## src/rtl/mac_audio_resampler.sv

```systemverilog
// Linear interpolator from the per-scanline sound latch to a fixed-rate 16-bit stream.
// Define MAC_AUDIO_DC_BLOCK_EN to add a DC-blocking high-pass stage (one extra clock of latency).
module mac_audio_resampler #(
  parameter int unsigned CLK_HZ    = 32500000,
  parameter int unsigned OUT_HZ    = 48000,
  parameter int unsigned PHASE_INC = 45
) (
  input  logic               clk32,
  input  logic               reset,
  input  logic signed [10:0] sample_in,
  input  logic               sample_strobe,
  input  logic               mute,
  output logic signed [15:0] audio_out,
  output logic               audio_valid
);

  logic signed [10:0] prev_q, prev_d, cur_q, cur_d;
  logic [15:0]        phase_q, phase_d;
  logic [16:0]        phase_sum;
  logic [31:0]        acc_q, acc_d, acc_sum;
  logic               tick;
  logic [7:0]         frac;
  logic signed [11:0] diff;
  logic signed [20:0] diff_ext, frac_ext, prod;
  logic               s1_valid_q;
  logic signed [10:0] s1_prev_q;
  logic signed [20:0] s1_prod_q;
  logic signed [12:0] interp_wide;
  logic signed [15:0] pre;

  // Phase saturates instead of wrapping so a stalled input settles on cur.
  always_comb begin
    prev_d    = prev_q;
    cur_d     = cur_q;
    phase_sum = {1'b0, phase_q} + 17'(PHASE_INC);
    phase_d   = phase_sum[16] ? 16'hFFFF : phase_sum[15:0];
    if (sample_strobe) begin
      prev_d  = cur_q;
      cur_d   = mute ? 11'sd0 : sample_in;
      phase_d = '0;
    end
  end

  always_comb begin
    acc_sum = acc_q + OUT_HZ;
    tick    = (acc_sum >= CLK_HZ);
    acc_d   = tick ? (acc_sum - CLK_HZ) : acc_sum;
  end

  assign frac = phase_q[15:8];

  always_comb begin
    diff     = {cur_q[10], cur_q} - {prev_q[10], prev_q};
    diff_ext = {{9{diff[11]}}, diff};
    frac_ext = {13'd0, frac};
    prod     = diff_ext * frac_ext;
  end

  always_comb begin
    interp_wide = {{2{s1_prev_q[10]}}, s1_prev_q} + s1_prod_q[20:8];
    pre         = {interp_wide[10:0], 5'd0};
  end

  // The tick cycle samples the registered prev/cur/frac, so a same-cycle strobe lands on the next tick.
  always_ff @(posedge clk32) begin
    if (reset) begin
      prev_q     <= '0;
      cur_q      <= '0;
      phase_q    <= '0;
      acc_q      <= '0;
      s1_valid_q <= 1'b0;
      s1_prev_q  <= '0;
      s1_prod_q  <= '0;
    end else begin
      prev_q     <= prev_d;
      cur_q      <= cur_d;
      phase_q    <= phase_d;
      acc_q      <= acc_d;
      s1_valid_q <= tick;
      if (tick) begin
        s1_prev_q <= prev_q;
        s1_prod_q <= prod;
      end
    end
  end

  // audio_valid is a one-cycle qualifier for audio_out; there is no backpressure.
`ifdef MAC_AUDIO_DC_BLOCK_EN
  logic signed [15:0] x_q, xp_q, y_out;
  logic signed [17:0] y_q, y_d;
  logic signed [19:0] y_sum;
  logic               s2_valid_q;
  logic signed [15:0] out_q;
  logic               valid_q;

  always_comb begin
    y_sum = {{4{x_q[15]}}, x_q} - {{4{xp_q[15]}}, xp_q}
          + {{2{y_q[17]}}, y_q} - {{12{y_q[17]}}, y_q[17:10]};
    if (y_sum > 20'sd131071)       y_d = 18'sd131071;
    else if (y_sum < -20'sd131072) y_d = -18'sd131072;
    else                           y_d = y_sum[17:0];
    if (y_d > 18'sd32767)          y_out = 16'sh7FFF;
    else if (y_d < -18'sd32768)    y_out = 16'sh8000;
    else                           y_out = y_d[15:0];
  end

  always_ff @(posedge clk32) begin
    if (reset) begin
      x_q        <= '0;
      xp_q       <= '0;
      y_q        <= '0;
      s2_valid_q <= 1'b0;
      out_q      <= '0;
      valid_q    <= 1'b0;
    end else begin
      s2_valid_q <= s1_valid_q;
      valid_q    <= s2_valid_q;
      if (s1_valid_q) x_q <= pre;
      if (s2_valid_q) begin
        xp_q  <= x_q;
        y_q   <= y_d;
        out_q <= y_out;
      end
    end
  end
`else
  logic signed [15:0] out_q;
  logic               valid_q;

  always_ff @(posedge clk32) begin
    if (reset) begin
      out_q   <= '0;
      valid_q <= 1'b0;
    end else begin
      valid_q <= s1_valid_q;
      if (s1_valid_q) out_q <= pre;
    end
  end
`endif

  assign audio_out   = out_q;
  assign audio_valid = valid_q;

endmodule

```

## config.mk

```make
export PLATFORM = sky130hd
export DESIGN_NAME = mac_audio_resampler
export DESIGN_NICKNAME = d
export VERILOG_FILES = /design/src/rtl/mac_audio_resampler.sv
export SDC_FILE = /design/constraint.sdc
export NUM_CORES = 1
export LEC_CHECK = 0
export ABC_CLOCK_PERIOD_IN_PS = 6800
export CORE_MARGIN = 10
export CORE_UTILIZATION = 50
export DETAILED_ROUTE_END_ITERATION = 7
export PLACE_DENSITY = 0.7
export SLEW_MARGIN = 10
export SYNTH_ARGS = -nofsm -noshare
export SYNTH_HDL_FRONTEND = slang
export SYNTH_SLANG_ARGS = --single-unit
export TNS_END_PERCENT = 30
```

## constraint.sdc

```tcl
create_clock -name clk32 -period 6.8 [get_ports clk32]
set_input_delay 1.36 -clock clk32 [delete_from_list [all_inputs] [get_ports clk32]]
set_output_delay 1.36 -clock clk32 [all_outputs]
set_load 0.01 [all_outputs]
```

==> out/results.tsv <==
metric	value	unit
dieArea	23200	um^2
syn_inst	1038	
ff_latch_area	2000	um^2
multiInputGateArea	6070	um^2
finalSetupTns	0	ns
slew_headroom	37.4	%
diodes	0	
crit_slowest_cell	fa_1	
fp.dieW	152	um
status	complete, no violations	
fin_crit_sh	93.5	%
vias_per_cell	5.38	
min_period	6.36	ns
grt_pass1_wl	32800	um
crit_arrival	6.64	ns
core	17200	um^2
totalWireLength	19000	um
portBuffers	26	
antenna_left	0	
pwr_density_cell	234	nW/um^2
fin_skew	0.0117	ns
ys_types	69	
critical-path-top-cell-by-count	fa_1	
synth.ff_latch_count	100	
num_io_pins	32	
setup_viol	0	
grt_usage	16.4	%
drtIter0Drc	310	
path_buf_inv	5	
synth_warnings	0	
worstHoldPathType	register to register	
ctsHoldBuffers	0	
ir_drop	0.201	mV
initial_core_util	50.8	%
path_clk_slew	0.08	ns
synth-main-ff-cell	dfxtp_1	
gp_congestion	0.830	
critPathMaxFanout	5	
tightest_slew	0.939	ns
clock_latency	0.35	ns
syn_avg_cell_area	8.44	um^2
die_h	152	um
final_util	55.1	%
overflow	0	
n_fill_cell	1599	
cap_violations	0	
fin_nets	1198	
rsz0062_at_grt	false	
clockRootBuffer	clkbuf_16	
core.rowCount	48	
hold-worst-slack	0.458	ns
synth_area	8760	um^2
antenna_found_initial	0	
vias	6880	
grt_pass1_vias	6738	
first_pass_iters	5	
routedWlPerCell	14.9	um
route.detailed.drc	0	
syn2layout_area_growth	8.43	%
hpwl	14600	um
htreeDepth	3	
grt_max_degree	70	
cp_data_required_time	7.08	ns
crit_family	adder cells	
endpoint_kind	register	
critical_path_class	register to register	
fmax	157	MHz
cts_buffers	9	
tritoncts	done	
finalMaxSlewViolations	0	
cts_sinks	100	
synth_edf_count	0	
seq_area_frac_synth	22.9	%
startpoint_type	register	
hold_viol	0	
totalPowerFinal	2.22	mW
drive_above_1_share	5.03	%
clockBufferDepth	2	
synthArstFlopShare	0	%
leakage	4.19	nW
slowest_delay	0.56	ns
-- power by group --
group | switching, mW | internal [mW]
logic | 0.541 | 0.389
clock network | 0.257 | 0.258
registers | 0.111 | 0.663
-- worst paths after layout --
kind / startpoint / to / slack [ns] / cells after the start
min: s1_prev_q[8] / s1_prev_q[8] / 0.46 / 2
max: prev_q[0] / s1_prod_q[16] / 0.44 / 27
max reg2reg: prev_q[0] / s1_prod_q[16] / 0.44 / 27
min reg2reg: s1_prev_q[8] / s1_prev_q[8] / 0.46 / 2
-- routing by layer --
| layer | vias to the layer above | GRT usage [%] | wire length (um) |
|---|---|---|---|
| met1 | 3320 | 21.5 | 9100 |
| met5 | - | 0 | 0 |
| met2 | 116 | 27.5 | 8950 |
| met3 | 19 | 2.34 | 583 |
| met4 | 0 | 4.68 | 354 |
| li1 | 3425 | - | - |
-- metrics by stage --
| stage | setup WS (ns) | instance area (um^2) | instances |
|---|---|---|---|
| 3_5_place_dp | 0.108 | 9170 | 1259 |
| 5_1_grt | 0.00114 | 9500 | 1278 |
| 3_3_place_gp | 0.290 | 9170 | 1259 |
| 2_1_floorplan | 0.606 | 8770 | 1042 |
| 6_report | 0.444 | 9500 | 1278 |
| 4_1_cts | 0.0637 | 9460 | 1275 |
-- cell families after synthesis --
| group | share of synthesized area (%) |
|---|---|
| AND/OR/NAND/NOR | 19.4 |
| buffers and inverters | 8.28 |
| AO/OA/AOI/OAI | 13.3 |
| adder cells (fa/ha/maj) | 25.4 |
| flip-flops | 22.9 |
| XOR/XNOR | 8.20 |
| multiplexers | 2.64 |
| other | 0.0428 |
-- area by class of cell --
class | instances | area share, %
Multi-Input combinational cell | 766 | 63.9
Sequential cell | 100 | 21.1
Inverter | 131 | 5.18
Timing Repair Buffer | 40 | 3.79
Tap cell | 225 | 2.96
Clock buffer | 9 | 2.37
Clock inverter | 7 | 0.711
-- timing repair --
action | CTS | global route
setup buffers | 0 | 3
setup endpoints to repair | 0 | 6
resized for setup | 0 | 5
-- placed cells by master, fill, tap and decap left out, types with 7 or more instances in the layout --
master	n
nor2_1	85
a21o_1	7
nand3_1	17
ha_1	64
fa_1	71
o211ai_1	8
clkbuf_16	9
xnor2_1	58
a22o_1	10
clkdlybuf4s50_1	25
o21bai_1	7
dfxtp_1	100
nand2_1	112
and2_1	45
mux2i_1	22
nand2b_1	8
and3_1	7
or3_1	7
nor2b_1	14
a211oi_1	7
o21ai_0	20
buf_4	14
nor4_1	8
a21oi_1	59
xor2_1	24
nor3_1	13
inv_1	131
-- Yosys cell counts, types with 3 or more instances --
master / n / area share [%]
or2_2: 5 / 0.36
a21oi_1: 61 / 3.5
o31ai_1: 4 / 0.34
o221ai_1: 3 / 0.30
a31oi_1: 5 / 0.36
nor2b_1: 14 / 1.0
o21a_1: 5 / 0.43
and2_1: 45 / 3.2
o21bai_1: 7 / 0.60
xor2_1: 24 / 2.4
clkbuf_1: 25 / 1.1
a22o_1: 10 / 1.0
nand4_1: 6 / 0.43
fa_1: 71 / 16
o41ai_1: 3 / 0.30
o211ai_1: 8 / 0.69
buf_2: 7 / 0.40
a21o_1: 7 / 0.60
a211o_1: 3 / 0.30
nand2b_1: 8 / 0.57
o2111ai_1: 5 / 0.50
buf_4: 5 / 0.43
nor3b_1: 6 / 0.51
nand3_1: 17 / 0.97
o21ai_0: 21 / 1.2
buf_1: 3 / 0.13
nor4_1: 8 / 0.57
a211oi_1: 7 / 0.60
mux2i_1: 22 / 2.5
dfxtp_1: 100 / 23
nand2_1: 112 / 4.8
ha_1: 64 / 9.1
nor2_1: 85 / 3.6
nand3b_1: 4 / 0.34
or3_1: 7 / 0.50
and3_1: 7 / 0.50
nor3_1: 13 / 0.74
xnor2_1: 58 / 5.8
buf_6: 5 / 0.64
inv_1: 131 / 5.6
-- state kept, by name (all words and copies together), names as in the netlist --
| register | flops |
|---|---|
| s1_prod_q | 11 |
| prev_q | 11 |
| cur_q | 11 |
| audio_out | 11 |
| s1_prev_q | 11 |
| audio_valid | 1 |
| phase_q | 16 |
| s1_valid_q | 1 |
| acc_q | 27 |
-- worst register-to-register path, cell delays in order (launching register included) --
cell and delay (ns):
dfxtp_1 0.36, ha_1 0.18, inv_1 0.06, fa_1 0.41, a21o_1 0.19, a21oi_1 0.20, o21bai_1 0.12, a21oi_2 0.18
o21bai_1 0.10, a21oi_2 0.21, mux2i_1 0.25, o2111ai_2 0.22, buf_4 0.22, nand2_1 0.07, fa_1 0.41, inv_1 0.08
fa_1 0.45, fa_1 0.56, inv_1 0.06, fa_1 0.52, inv_1 0.04, ha_1 0.33, and3_1 0.20, a211o_1 0.32
a21oi_1 0.19, xnor2_1 0.14, nand2_1 0.07, a21oi_1 0.17
Note: power is estimated with default switching activity, not from simulation.
